### config.mk
export PLATFORM = sky130hd
export DESIGN_NAME = voice_scheduler
export DESIGN_NICKNAME = d
export VERILOG_FILES = /design/src/rtl/voice_pkg.sv /design/src/rtl/voice_alloc.sv /design/src/rtl/voice_scheduler.sv
export SDC_FILE = /design/constraint.sdc
export NUM_CORES = 1
export LEC_CHECK = 0
export ABC_CLOCK_PERIOD_IN_PS = 2630
export CORE_UTILIZATION = 50
export DETAILED_ROUTE_END_ITERATION = 8
export PLACE_DENSITY = 0.78
export SLEW_MARGIN = 20
export SYNTH_ARGS = -nofsm -noshare
export SYNTH_HDL_FRONTEND = slang
export SYNTH_HIERARCHICAL = 1
export SYNTH_SLANG_ARGS = --single-unit
export TNS_END_PERCENT = 20
### constraint.sdc
create_clock -name clk_50 -period 2.63 [get_ports clk_50]
set_input_delay 0.6575 -clock clk_50 [delete_from_list [all_inputs] [get_ports clk_50]]
set_output_delay 0.6575 -clock clk_50 [all_outputs]
set_load 0.005 [all_outputs]
### src/rtl/voice_pkg.sv
// Shared constants, sequencer state encoding and the note-to-phase-increment
// table used by the voice allocator and the scheduler.
package voice_pkg;

   localparam int PHASE_W  = 13;
   localparam int SAMPLE_W = 16;
   localparam int SCALE_W  = 8;
   localparam logic [3:0] MAX_NOTE = 4'd12;

   typedef enum logic [2:0] {
      S_IDLE,
      S_ISSUE,
      S_WAIT,
      S_ACC,
      S_OUT
   } state_t;

   function automatic logic [SCALE_W-1:0] note_scale(input logic [3:0] note);
      case (note)
         4'd0:    return 8'd74;
         4'd1:    return 8'd78;
         4'd2:    return 8'd83;
         4'd3:    return 8'd88;
         4'd4:    return 8'd93;
         4'd5:    return 8'd99;
         4'd6:    return 8'd104;
         4'd7:    return 8'd111;
         4'd8:    return 8'd117;
         4'd9:    return 8'd124;
         4'd10:   return 8'd132;
         4'd11:   return 8'd139;
         4'd12:   return 8'd148;
         default: return 8'd0;
      endcase
   endfunction

endpackage

### src/rtl/voice_alloc.sv
// Voice allocation table: key events allocate, retrigger, steal or free voices.
// phase_clear tells the scheduler which voice phase restarts at the next edge.
module voice_alloc
   import voice_pkg::*;
#(
   parameter int NUM_VOICES = 4
) (
   input  logic                          clk_50,
   input  logic                          ar,
   input  logic                          key_evt,
   input  logic                          key_on,
   input  logic [3:0]                    key_val,
   output logic [NUM_VOICES-1:0]         alloc,
   output logic [NUM_VOICES*SCALE_W-1:0] scale_vec,
   output logic [NUM_VOICES-1:0]         phase_clear
);

   localparam int VW = $clog2(NUM_VOICES);

   logic [NUM_VOICES-1:0] alloc_reg;
   logic [3:0]            key_reg   [NUM_VOICES];
   logic [SCALE_W-1:0]    scale_reg [NUM_VOICES];
   logic [VW-1:0]         steal_reg;

   logic [NUM_VOICES-1:0] hit;
   logic [NUM_VOICES-1:0] press_sel;
   logic [NUM_VOICES-1:0] release_sel;
   logic [VW-1:0]         free_idx;
   logic                  ev_ok;
   logic                  full;

   assign ev_ok = key_evt && (key_val <= MAX_NOTE);
   assign full  = &alloc_reg;

   for (genvar gi = 0; gi < NUM_VOICES; gi++) begin : g_voice
      assign hit[gi] = alloc_reg[gi] && (key_reg[gi] == key_val);
      assign scale_vec[gi*SCALE_W +: SCALE_W] = scale_reg[gi];
   end

   // Descending scan so the lowest free index wins.
   always_comb begin
      free_idx = '0;
      for (int i = NUM_VOICES - 1; i >= 0; i--) begin
         if (!alloc_reg[i]) free_idx = VW'(i);
      end
   end

   always_comb begin
      press_sel = '0;
      if (|hit)       press_sel = hit;
      else if (!full) press_sel[free_idx] = 1'b1;
      else            press_sel[steal_reg] = 1'b1;
   end

   assign phase_clear = (ev_ok && key_on)  ? press_sel : '0;
   assign release_sel = (ev_ok && !key_on) ? hit       : '0;

   always_ff @(posedge clk_50 or negedge ar) begin
      if (!ar) begin
         alloc_reg <= '0;
         steal_reg <= '0;
         for (int i = 0; i < NUM_VOICES; i++) begin
            key_reg[i]   <= '0;
            scale_reg[i] <= '0;
         end
      end else begin
         if (ev_ok && key_on && !(|hit) && full) steal_reg <= steal_reg + VW'(1);
         for (int i = 0; i < NUM_VOICES; i++) begin
            if (phase_clear[i]) begin
               alloc_reg[i] <= 1'b1;
               key_reg[i]   <= key_val;
               scale_reg[i] <= note_scale(key_val);
            end else if (release_sel[i]) begin
               alloc_reg[i] <= 1'b0;
               scale_reg[i] <= '0;
            end
         end
      end
   end

   assign alloc = alloc_reg;

endmodule

### src/rtl/voice_scheduler.sv
// Polyphonic voice scheduler: one shared wavetable read per active voice per tick, mixed.
// Optional SATURATE_MIX_EN: output the saturated raw sum instead of the shifted average.
module voice_scheduler
   import voice_pkg::*;
#(
   parameter int NUM_VOICES  = 4,
   parameter int MEM_TIMEOUT = 64
) (
   input  logic                  clk_50,
   input  logic                  ar,
   input  logic                  sample_tick,
   input  logic                  key_evt,
   input  logic                  key_on,
   input  logic [3:0]            key_val,
   input  logic [1:0]            wave_select,
   output logic [14:0]           mem_addr,
   output logic                  mem_rd,
   input  logic [15:0]           mem_dout,
   input  logic                  mem_done,
   output logic [15:0]           mix_out,
   output logic                  mix_valid,
   output logic [NUM_VOICES-1:0] active_voices,
   output logic                  overrun
);

   localparam int VW    = $clog2(NUM_VOICES);
   localparam int ACC_W = SAMPLE_W + VW;
   localparam int TW    = $clog2(MEM_TIMEOUT + 1);
   localparam logic [VW-1:0] LAST_V   = VW'(NUM_VOICES - 1);
   localparam logic [TW-1:0] TMO_LAST = TW'(MEM_TIMEOUT - 1);

   state_t                      state_reg;
   logic [VW-1:0]               v_reg;
   logic signed [ACC_W-1:0]     acc_reg;
   logic signed [SAMPLE_W-1:0]  sample_reg;
   logic [TW-1:0]               tmo_reg;
   logic [1:0]                  wsel_reg;
   logic [PHASE_W-1:0]          phase_reg [NUM_VOICES];
   logic [SCALE_W-1:0]          scale     [NUM_VOICES];
   logic [NUM_VOICES-1:0]       alloc;
   logic [NUM_VOICES-1:0]       phase_clear;
   logic [NUM_VOICES*SCALE_W-1:0] scale_vec;
   logic signed [SAMPLE_W-1:0]  mix_next;

   voice_alloc #(
      .NUM_VOICES(NUM_VOICES)
   ) u_alloc (
      .clk_50     (clk_50),
      .ar         (ar),
      .key_evt    (key_evt),
      .key_on     (key_on),
      .key_val    (key_val),
      .alloc      (alloc),
      .scale_vec  (scale_vec),
      .phase_clear(phase_clear)
   );

   assign active_voices = alloc;

   for (genvar gi = 0; gi < NUM_VOICES; gi++) begin : g_scale
      assign scale[gi] = scale_vec[gi*SCALE_W +: SCALE_W];
   end

`ifdef SATURATE_MIX_EN
   localparam logic signed [ACC_W-1:0] SAT_MAX = ACC_W'(2**(SAMPLE_W-1) - 1);
   localparam logic signed [ACC_W-1:0] SAT_MIN = ~SAT_MAX;

   always_comb begin
      if (acc_reg > SAT_MAX)      mix_next = 16'sh7fff;
      else if (acc_reg < SAT_MIN) mix_next = 16'sh8000;
      else                        mix_next = acc_reg[SAMPLE_W-1:0];
   end
`else
   assign mix_next = SAMPLE_W'(acc_reg >>> VW);
`endif

   // A retrigger on the same edge as the accumulate step wins.
   always_ff @(posedge clk_50 or negedge ar) begin
      if (!ar) begin
         for (int i = 0; i < NUM_VOICES; i++) phase_reg[i] <= '0;
      end else begin
         for (int i = 0; i < NUM_VOICES; i++) begin
            if (phase_clear[i])
               phase_reg[i] <= '0;
            else if (state_reg == S_ACC && v_reg == VW'(i))
               phase_reg[i] <= phase_reg[i] + PHASE_W'(scale[i]);
         end
      end
   end

   always_ff @(posedge clk_50 or negedge ar) begin
      if (!ar) begin
         state_reg  <= S_IDLE;
         v_reg      <= '0;
         acc_reg    <= '0;
         sample_reg <= '0;
         tmo_reg    <= '0;
         wsel_reg   <= '0;
         mem_addr   <= '0;
         mem_rd     <= 1'b0;
         mix_out    <= '0;
         mix_valid  <= 1'b0;
         overrun    <= 1'b0;
      end else begin
         mix_valid <= 1'b0;
         if (sample_tick && state_reg != S_IDLE) overrun <= 1'b1;
         case (state_reg)
            S_IDLE: begin
               if (sample_tick) begin
                  wsel_reg  <= wave_select;
                  acc_reg   <= '0;
                  v_reg     <= '0;
                  state_reg <= (|alloc) ? S_ISSUE : S_OUT;
               end
            end
            S_ISSUE: begin
               if (alloc[v_reg]) begin
                  mem_addr  <= {wsel_reg, phase_reg[v_reg]};
                  mem_rd    <= 1'b1;
                  tmo_reg   <= '0;
                  state_reg <= S_WAIT;
               end else if (v_reg == LAST_V) begin
                  state_reg <= S_OUT;
               end else begin
                  v_reg <= v_reg + VW'(1);
               end
            end
            S_WAIT: begin
               tmo_reg <= tmo_reg + TW'(1);
               if (mem_done) begin
                  sample_reg <= mem_dout;
                  mem_rd     <= 1'b0;
                  state_reg  <= S_ACC;
               end else if (tmo_reg == TMO_LAST) begin
                  sample_reg <= '0;
                  mem_rd     <= 1'b0;
                  state_reg  <= S_ACC;
               end
            end
            S_ACC: begin
               acc_reg <= acc_reg + ACC_W'(sample_reg);
               if (v_reg == LAST_V) begin
                  state_reg <= S_OUT;
               end else begin
                  v_reg     <= v_reg + VW'(1);
                  state_reg <= S_ISSUE;
               end
            end
            S_OUT: begin
               mix_out   <= mix_next;
               mix_valid <= 1'b1;
               state_reg <= S_IDLE;
            end
            default: state_reg <= S_IDLE;
         endcase
      end
   end

endmodule

==> flow_summary.html <==
<table>
<tr><th>Metric</th><th>Value</th></tr>
<tr><th colspan="2">Outcome</th></tr>
<tr><td>Result of the run</td><td>finished clean</td></tr>
<tr><th colspan="2">Placed design</th></tr>
<tr><td>Number of I/O port buffers</td><td>65</td></tr>
<tr><td>Global placement routability congestion</td><td>0.951</td></tr>
<tr><td>Detailed placer's ending HPWL</td><td>a little over 20000 um</td></tr>
<tr><th colspan="2">Synthesis</th></tr>
<tr><td>Gate count after technology mapping</td><td>1059</td></tr>
<tr><td>Async set or reset register ratio after synthesis</td><td>1.00</td></tr>
<tr><td>Unique cell type count in the Yosys netlist</td><td>84</td></tr>
<tr><td>Register area share after synthesis</td><td>0.432</td></tr>
<tr><td>Number of enable-type register cells in the synthesized netlist</td><td>0</td></tr>
<tr><td>Synthesized area per cell</td><td>10.3 um2</td></tr>
<tr><td>Main synth FF type</td><td>dfrtp_1</td></tr>
<tr><td>Syn_nets</td><td>~1200</td></tr>
<tr><td>Register bit total from synthesis</td><td>188</td></tr>
<tr><td>Number of warnings issued by yosys</td><td>6</td></tr>
<tr><td>Syn Std Cell Area</td><td>between 10000 and 15000 um2</td></tr>
<tr><th colspan="2">STA</th></tr>
<tr><td>Transition time at the pin with the least slew margin</td><td>between 700 and 800 ps</td></tr>
<tr><td>Final Setup Violations</td><td>0</td></tr>
<tr><td>Number of pins with negative max-slew slack in the final report</td><td>0</td></tr>
<tr><td>Worst hold slack after final layout</td><td>207 ps</td></tr>
<tr><td>Final Cycle Share</td><td>0.970</td></tr>
<tr><td>Clock period minus worst slack</td><td>approximately 2600 ps</td></tr>
<tr><td>Max-slew headroom</td><td>0.515</td></tr>
<tr><td>Hold Vio Cnt, Final</td><td>0</td></tr>
<tr><td>RSZ-0062 raised after global routing</td><td>yes</td></tr>
<tr><td>Setup skew after layout</td><td>~11 ps</td></tr>
<tr><td>Achievable frequency</td><td>between 300 and 400 MHz</td></tr>
<tr><th colspan="2">Finish</th></tr>
<tr><td>Number of flip-flops in the largest register</td><td>52</td></tr>
<tr><td>Area growth, synth to finish</td><td>19.6%</td></tr>
<tr><td>Count of nets after finishing</td><td>between 1000 and 1500</td></tr>
<tr><td>Number of diodes added for antenna fixing</td><td>0</td></tr>
<tr><td>Share of layout cells above drive strength 1</td><td>0.185</td></tr>
<tr><th colspan="2">Global route</th></tr>
<tr><td>Number of global-route vias before repair</td><td>8415</td></tr>
<tr><td>Number of antenna violations at the first check in global routing</td><td>0</td></tr>
<tr><td>Leftover overflow at the end of global routing</td><td>0</td></tr>
<tr><td>Pin count of the biggest net entering global routing</td><td>61</td></tr>
<tr><td>First-pass GRT wire length</td><td>approximately 44000 um</td></tr>
<tr><td>Total global routing track utilization</td><td>0.254</td></tr>
<tr><th colspan="2">Floorplanning</th></tr>
<tr><td>Core Region</td><td>between 20000 and 25000 um2</td></tr>
<tr><td>Standard-cell row count</td><td>53</td></tr>
<tr><td>Overall die area</td><td>about 22000 um2</td></tr>
<tr><td>Die W</td><td>between 100 and 150 um</td></tr>
<tr><td>Number of primary I/O pins</td><td>66</td></tr>
<tr><td>Starting density of the core</td><td>0.515</td></tr>
<tr><td>Die outline height</td><td>approximately 150 um</td></tr>
<tr><th colspan="2">Worst setup path</th></tr>
<tr><td>Nature of the critical path startpoint</td><td>input port</td></tr>
<tr><td>Arr. time, crit path</td><td>2870 ps</td></tr>
<tr><td>Largest fanout of any net on the critical path</td><td>4</td></tr>
<tr><td>Critical path start-end classification</td><td>in -&gt; reg</td></tr>
<tr><td>Crit path required time</td><td>2950 ps</td></tr>
<tr><td>Kind of end point of the critical path</td><td>flip-flop</td></tr>
<tr><td>Logic depth of the worst register-to-register path</td><td>10</td></tr>
<tr><th colspan="2">Power and ir drop</th></tr>
<tr><td>PD cells</td><td>1130 nW/um2</td></tr>
<tr><td>Maximum vdd drop</td><td>slightly above 0.5 mV</td></tr>
<tr><td>Leakage power summed over all cells</td><td>slightly below 0.006 uW</td></tr>
<tr><td>Total power consumption of the routed design</td><td>approximately 15000 uW</td></tr>
<tr><th colspan="2">Routing</th></tr>
<tr><td>Drt wl/cell</td><td>roughly 19 um</td></tr>
<tr><td>Met2 WL</td><td>~13000 um</td></tr>
<tr><td>Total iterations of the first detailed-routing run</td><td>5</td></tr>
<tr><td>Routed vias/inst</td><td>between 5 and 6</td></tr>
<tr><td>Detailed-route wire length</td><td>27600 um</td></tr>
<tr><td>Uppermost layer routed</td><td>met4</td></tr>
<tr><td>Met3 Routed Length</td><td>approximately 1500 um</td></tr>
<tr><td>Detailed Route Iter0 Violations</td><td>approximately 600</td></tr>
<tr><td>Via Count</td><td>8687</td></tr>
<tr><td>Routed metal-1 wirelength</td><td>approximately 12000 um</td></tr>
<tr><td>DR DRC count</td><td>0</td></tr>
<tr><td>Number of nets with antenna violations after detailed routing</td><td>0</td></tr>
<tr><th colspan="2">Clock network</th></tr>
<tr><td>H-tree levels</td><td>4</td></tr>
<tr><td>Root buf cell</td><td>clkbuf_16</td></tr>
<tr><td>Total of hold buffers inserted after clock tree synthesis</td><td>0</td></tr>
<tr><td>Clock insertion delay at the later pin of the skew report</td><td>~440 ps</td></tr>
<tr><td>Reg clk slew, reported paths</td><td>70 ps</td></tr>
<tr><td>Number of clock sinks</td><td>between 150 and 200</td></tr>
<tr><td>Number of buffers on the longest clock path</td><td>2</td></tr>
<tr><td>Inserted Clock Buffers</td><td>17</td></tr>
<tr><td>TritonCTS clock tree</td><td>built</td></tr>
<tr><th colspan="2">Job</th></tr>
<tr><td>Max capacitance violation total</td><td>0</td></tr>
<tr><th colspan="2">Worst hold path</th></tr>
<tr><td>Hold crit path type</td><td>in -&gt; async</td></tr>
</table>
==> cell usage after synthesis (9+ instances only) <==
library cell | number | area share
xnor2_1 | 30 | 0.024
dfrtp_1 | 188 | 0.43
a22o_1 | 31 | 0.025
and2_1 | 11 | 0.0063
ha_1 | 64 | 0.074
a21oi_1 | 75 | 0.034
o22ai_1 | 14 | 0.0080
clkbuf_1 | 15 | 0.0052
nor3_1 | 15 | 0.0069
mux2_2 | 42 | 0.043
xor2_1 | 28 | 0.023
mux4_2 | 14 | 0.029
inv_1 | 43 | 0.015
nand2b_1 | 10 | 0.0057
nand2_1 | 124 | 0.043
o21a_1 | 16 | 0.011
a211oi_1 | 9 | 0.0062
a21o_1 | 13 | 0.0090
o21ai_0 | 54 | 0.025
nor2_1 | 66 | 0.023
nand3_1 | 29 | 0.013
nor2b_1 | 17 | 0.0098
==> where the power goes <==
part / total, uW / switching [uW] / internal, uW
sequential: 5210 / 1140 / 4070
clock: 2560 / 1220 / 1340
combinational: 6880 / 3470 / 3420
==> kinds of logic after synthesis <==
logic type / Yosys count / synth area share
XOR/XNOR: 58 / 0.0467
buffers and inverters: 85 / 0.0392
AO/OA/AOI/OAI: 280 / 0.178
adder cells (fa/ha/maj): 69 / 0.0827
flip-flops: 188 / 0.432
multiplexers: 67 / 0.0840
AND/OR/NAND/NOR: 312 / 0.137
==> area by class of cell <==
cell class / count / area, um2
fill: 1689 / 8130
clock buffer: 17 / 425
multi-input combinational: 786 / 5840
timing repair buffer: 152 / 1380
tap: 275 / 344
clock inverter: 15 / 149
inverter: 45 / 176
sequential: 188 / 4700
timing repair inverter: 1 / 7.51
==> cell usage in the layout, fill, tap and decap left out, types with 27 or more instances in the layout <==
cell type,count
o21ai_0,54
nand2_1,123
xnor2_1,30
mux2_2,41
nor2_1,63
a22o_1,31
clkdlybuf4s50_1,61
inv_1,40
xor2_1,27
ha_1,63
buf_4,79
a21oi_1,72
dfrtp_1,188
nand3_1,28
==> metal layers <==
layer  up-vias  global-route usage
li1       4069                   -
met1      4282               0.329
met2       282               0.418
met3        54              0.0439
met4         0               0.106
met5         -                   0
==> per-stage QoR <==
stage               setup WS, ps   util  instance area (um2)  setup TNS, ps  std cells
detailed placement          -562  0.582                12300         -35860       1439
finish                      79.2  0.616                13000              0       1479
floorplan                  -13.0      -                10900          -14.6       1059
CTS                        -14.4  0.610                12900          -14.4       1471
global placement            -522  0.582                12300         -28930       1439
global route               -86.1  0.616                13000           -143       1479
==> critical path: stages <==
cell	delay, ps
clkdlybuf4s50_1	430
buf_6	140
xor2_1	170
nor4_2	290
nand2_1	150
and3_4	230
a31oi_4	190
inv_2	80
o2111a_1	260
nand2_1	80
xor2_1	140
nor2_1	50
==> repair_timing <==
| action | CTS | global route |
|---|---|---|
| pin swaps | 1 | 7 |
| resized for setup | 4 | 15 |
| setup endpoints to repair | 38 | 37 |
| cloned | 0 | 1 |
| endpoints found under the hold margin | 0 | 0 |
| setup buffers | 0 | 7 |
==> worst paths after layout <==
path                                  endpoint     startpoint  slack (ps)
setup / recovery                 phase_reg[50]     key_val[2]          80
hold / removal                     wsel_reg[0]             ar         210
max in group asynchronous  u_alloc/key_reg[13]             ar        1750
setup reg to reg                 phase_reg[36]  phase_reg[26]         110
min in group clk_50                    overrun        overrun         480
hold reg to reg                        overrun        overrun         480
No activity file was read; power rests on OpenSTA's default activity.
==> variant, RTL diff (same settings) <==
Add a define of `SATURATE_MIX_EN`.
--- a/src/rtl/voice_scheduler.sv
+++ b/src/rtl/voice_scheduler.sv
@@ -1,5 +1,7 @@
 // Polyphonic voice scheduler: one shared wavetable read per active voice per tick, mixed.
 // Optional SATURATE_MIX_EN: output the saturated raw sum instead of the shifted average.
+`define SATURATE_MIX_EN
+
 module voice_scheduler
    import voice_pkg::*;
 #(
Function: changed (a bounded check fails within 10 cycles, from zero or initial values).
==> variant against the original RTL <==
The run now ends with design-rule violations, negative setup slack left. Synthesized area increased by 3.7%. Clock skew decreased by 1.3 ps. Sequential power decreased by 1%. Critical path depth increased by 1. Routed wire length increased by 3.4%. Hold slack improved by 3.1 ps. Worst setup slack got worse by 98 ps. Via count increased by 11%. Sequential cell count unchanged. Critical path type unchanged. Cell area increased by 4.2%. Non-clock buffer count increased by 8. Power increased by 4.4%.
==> variant: results (changes against the original RTL) <==
final-stage net count=1418 (was 1288); register bit total from synthesis=188 (unchanged); setup slack of the critical path after layout=-18.7 ps (was 79.2 ps); HPWL after detailed placement=21.0 mm (was 20.2 mm); delay of the slowest cell on the worst path=420 ps; kind of cell with the highest combined delay on the critical path=compound AO/OA/AOI/OAI gates (was simple AND/OR/NAND/NOR gates); Setup violations, final=1 (was 0); leading post-synthesis cells by instance count=sky130_fd_sc_hd__dfrtp_1, sky130_fd_sc_hd__nand2_1, sky130_fd_sc_hd__nor2_1 (was sky130_fd_sc_hd__dfrtp_1, sky130_fd_sc_hd__nand2_1, sky130_fd_sc_hd__a21oi_1); final cell count without fillers=1613 (was 1479); IR drop worst, VDD=0.481 mV (was 0.514 mV); library cells used by synthesis=76 (was 84); CTS max path bufs=2 (unchanged); first-pass GRT wire length=46.6 mm (was 43.6 mm); Mapped Nets=1291 (was 1156); fraction of the mapped netlist area in compound gates=19.6% (was 17.8%); static leakage=6.06 nW (was 5.94 nW); number of buffers created by CTS=17 (unchanged); adder-cell share of the synthesized area=7.98% (was 8.27%); Clock Skews=10.2 ps (was 11.5 ps); Antenna diodes=0 (unchanged); via-per-instance ratio=5.95 (was 5.87); Setup TNS Final=-18.7 ps (was 0 ps); Post-Synthesis Mean Instance Area=9.45 um2 (was 10.3 um2); violated checks=design-rule violations, negative setup slack; biggest area contributors in the synthesized netlist=sky130_fd_sc_hd__dfrtp_1, sky130_fd_sc_hd__ha_1, sky130_fd_sc_hd__nand2_1, sky130_fd_sc_hd__o21ai_0, sky130_fd_sc_hd__nor2_1 (was sky130_fd_sc_hd__dfrtp_1, sky130_fd_sc_hd__ha_1, sky130_fd_sc_hd__mux2_2, sky130_fd_sc_hd__nand2_1, sky130_fd_sc_hd__a21oi_1); Max FO, Critical Path=8 (was 4); pin count of the biggest net entering global routing=70 (was 61); sequential share of the synthesized area=41.7% (was 43.2%); xor and xnor area share after synthesis=4.47% (was 4.67%); postcts setup bufs=2 (was 0); number of global-route vias before repair=9194 (was 8415); number of gates resized after cts=9 (was 4); Initial DRT Pass Iterations=8 (was 5); GPL Wtd Cong=0.896 (was 0.951); fraction of final layout cells sized beyond drive strength 1=14.9% (was 18.5%); Max-slew headroom=39.3% (was 51.5%); cell chosen for the clock root=sky130_fd_sc_hd__clkbuf_16 (unchanged); mux share of post-synthesis cell area=5.64% (was 8.40%); number of filler instances in the final layout=1729 (was 1689); total DRC errors in the routed layout=9 (was 0); status=finished, violations left (was finished, final reports clean); detailed router's first-iteration violation count=858 (was 585); routed length per instance=17.7 um (was 18.6 um); highest-delay cell along the critical path=sky130_fd_sc_hd__clkdlybuf4s50_1 (unchanged); aggregate global-route resource usage=25.1% (was 25.4%)
## variant: worst register-to-register path, delay by kind of cell, from the launching register on
kind,cells,cell delay (ps)
adder cells (fa/ha/maj),2,620
AO/OA/AOI/OAI,3,390
buffers and inverters,1,70
AND/OR/NAND/NOR,4,960
flip-flops,1,410
## variant: routing by layer
layer  GRT usage, %  wire length, um  up-vias
met5              0                0        -
met4           10.9              954        0
met3           3.67             1530       67
met2           42.4            14000      322
met1           32.2            12000     4683
li1               -                -     4529
## variant: path summary, 6_finish.rpt
path,endpoint,from,slack (ps),cells after the start
setup / recovery,phase_reg[37],key_val[2],-20,13
hold / removal,tmo_reg[2],ar,210,1
setup reg to reg,acc_reg[16],acc_reg[0],130,10
hold reg to reg,mix_out[5],mix_out[5],480,2
max in group asynchronous,phase_reg[0],ar,1700,2
min in group clk_50,mix_out[5],mix_out[5],480,2
## variant: stage by stage
step                      instance area (um2)  hold WS, ps  setup slack (ps)
after floorplan                         11400          362             -30.5
after global placement                  12800          460              -493
after detailed placement                12800          469              -531
after CTS                               13500          244             -8.95
after global routing                    13600          253              -114
final                                   13600          210             -18.7
## variant: layout make-up
| type | instances | area share [%] |
|---|---|---|
| Sequential cell | 188 | 34.7 |
| Clock inverter | 4 | 0.387 |
| Multi-Input combinational cell | 895 | 46.3 |
| Inverter | 59 | 1.63 |
| Clock buffer | 27 | 3.93 |
| Timing Repair Buffer | 160 | 10.5 |
| Tap cell | 280 | 2.58 |
## variant: power breakdown
group	internal, mW	leakage (nW)	switching [mW]
Combinational	3.63	3.39	3.96
Clock	1.48	0.278	1.08
Sequential	4.02	2.40	1.14
Total	9.13	6.06	6.17
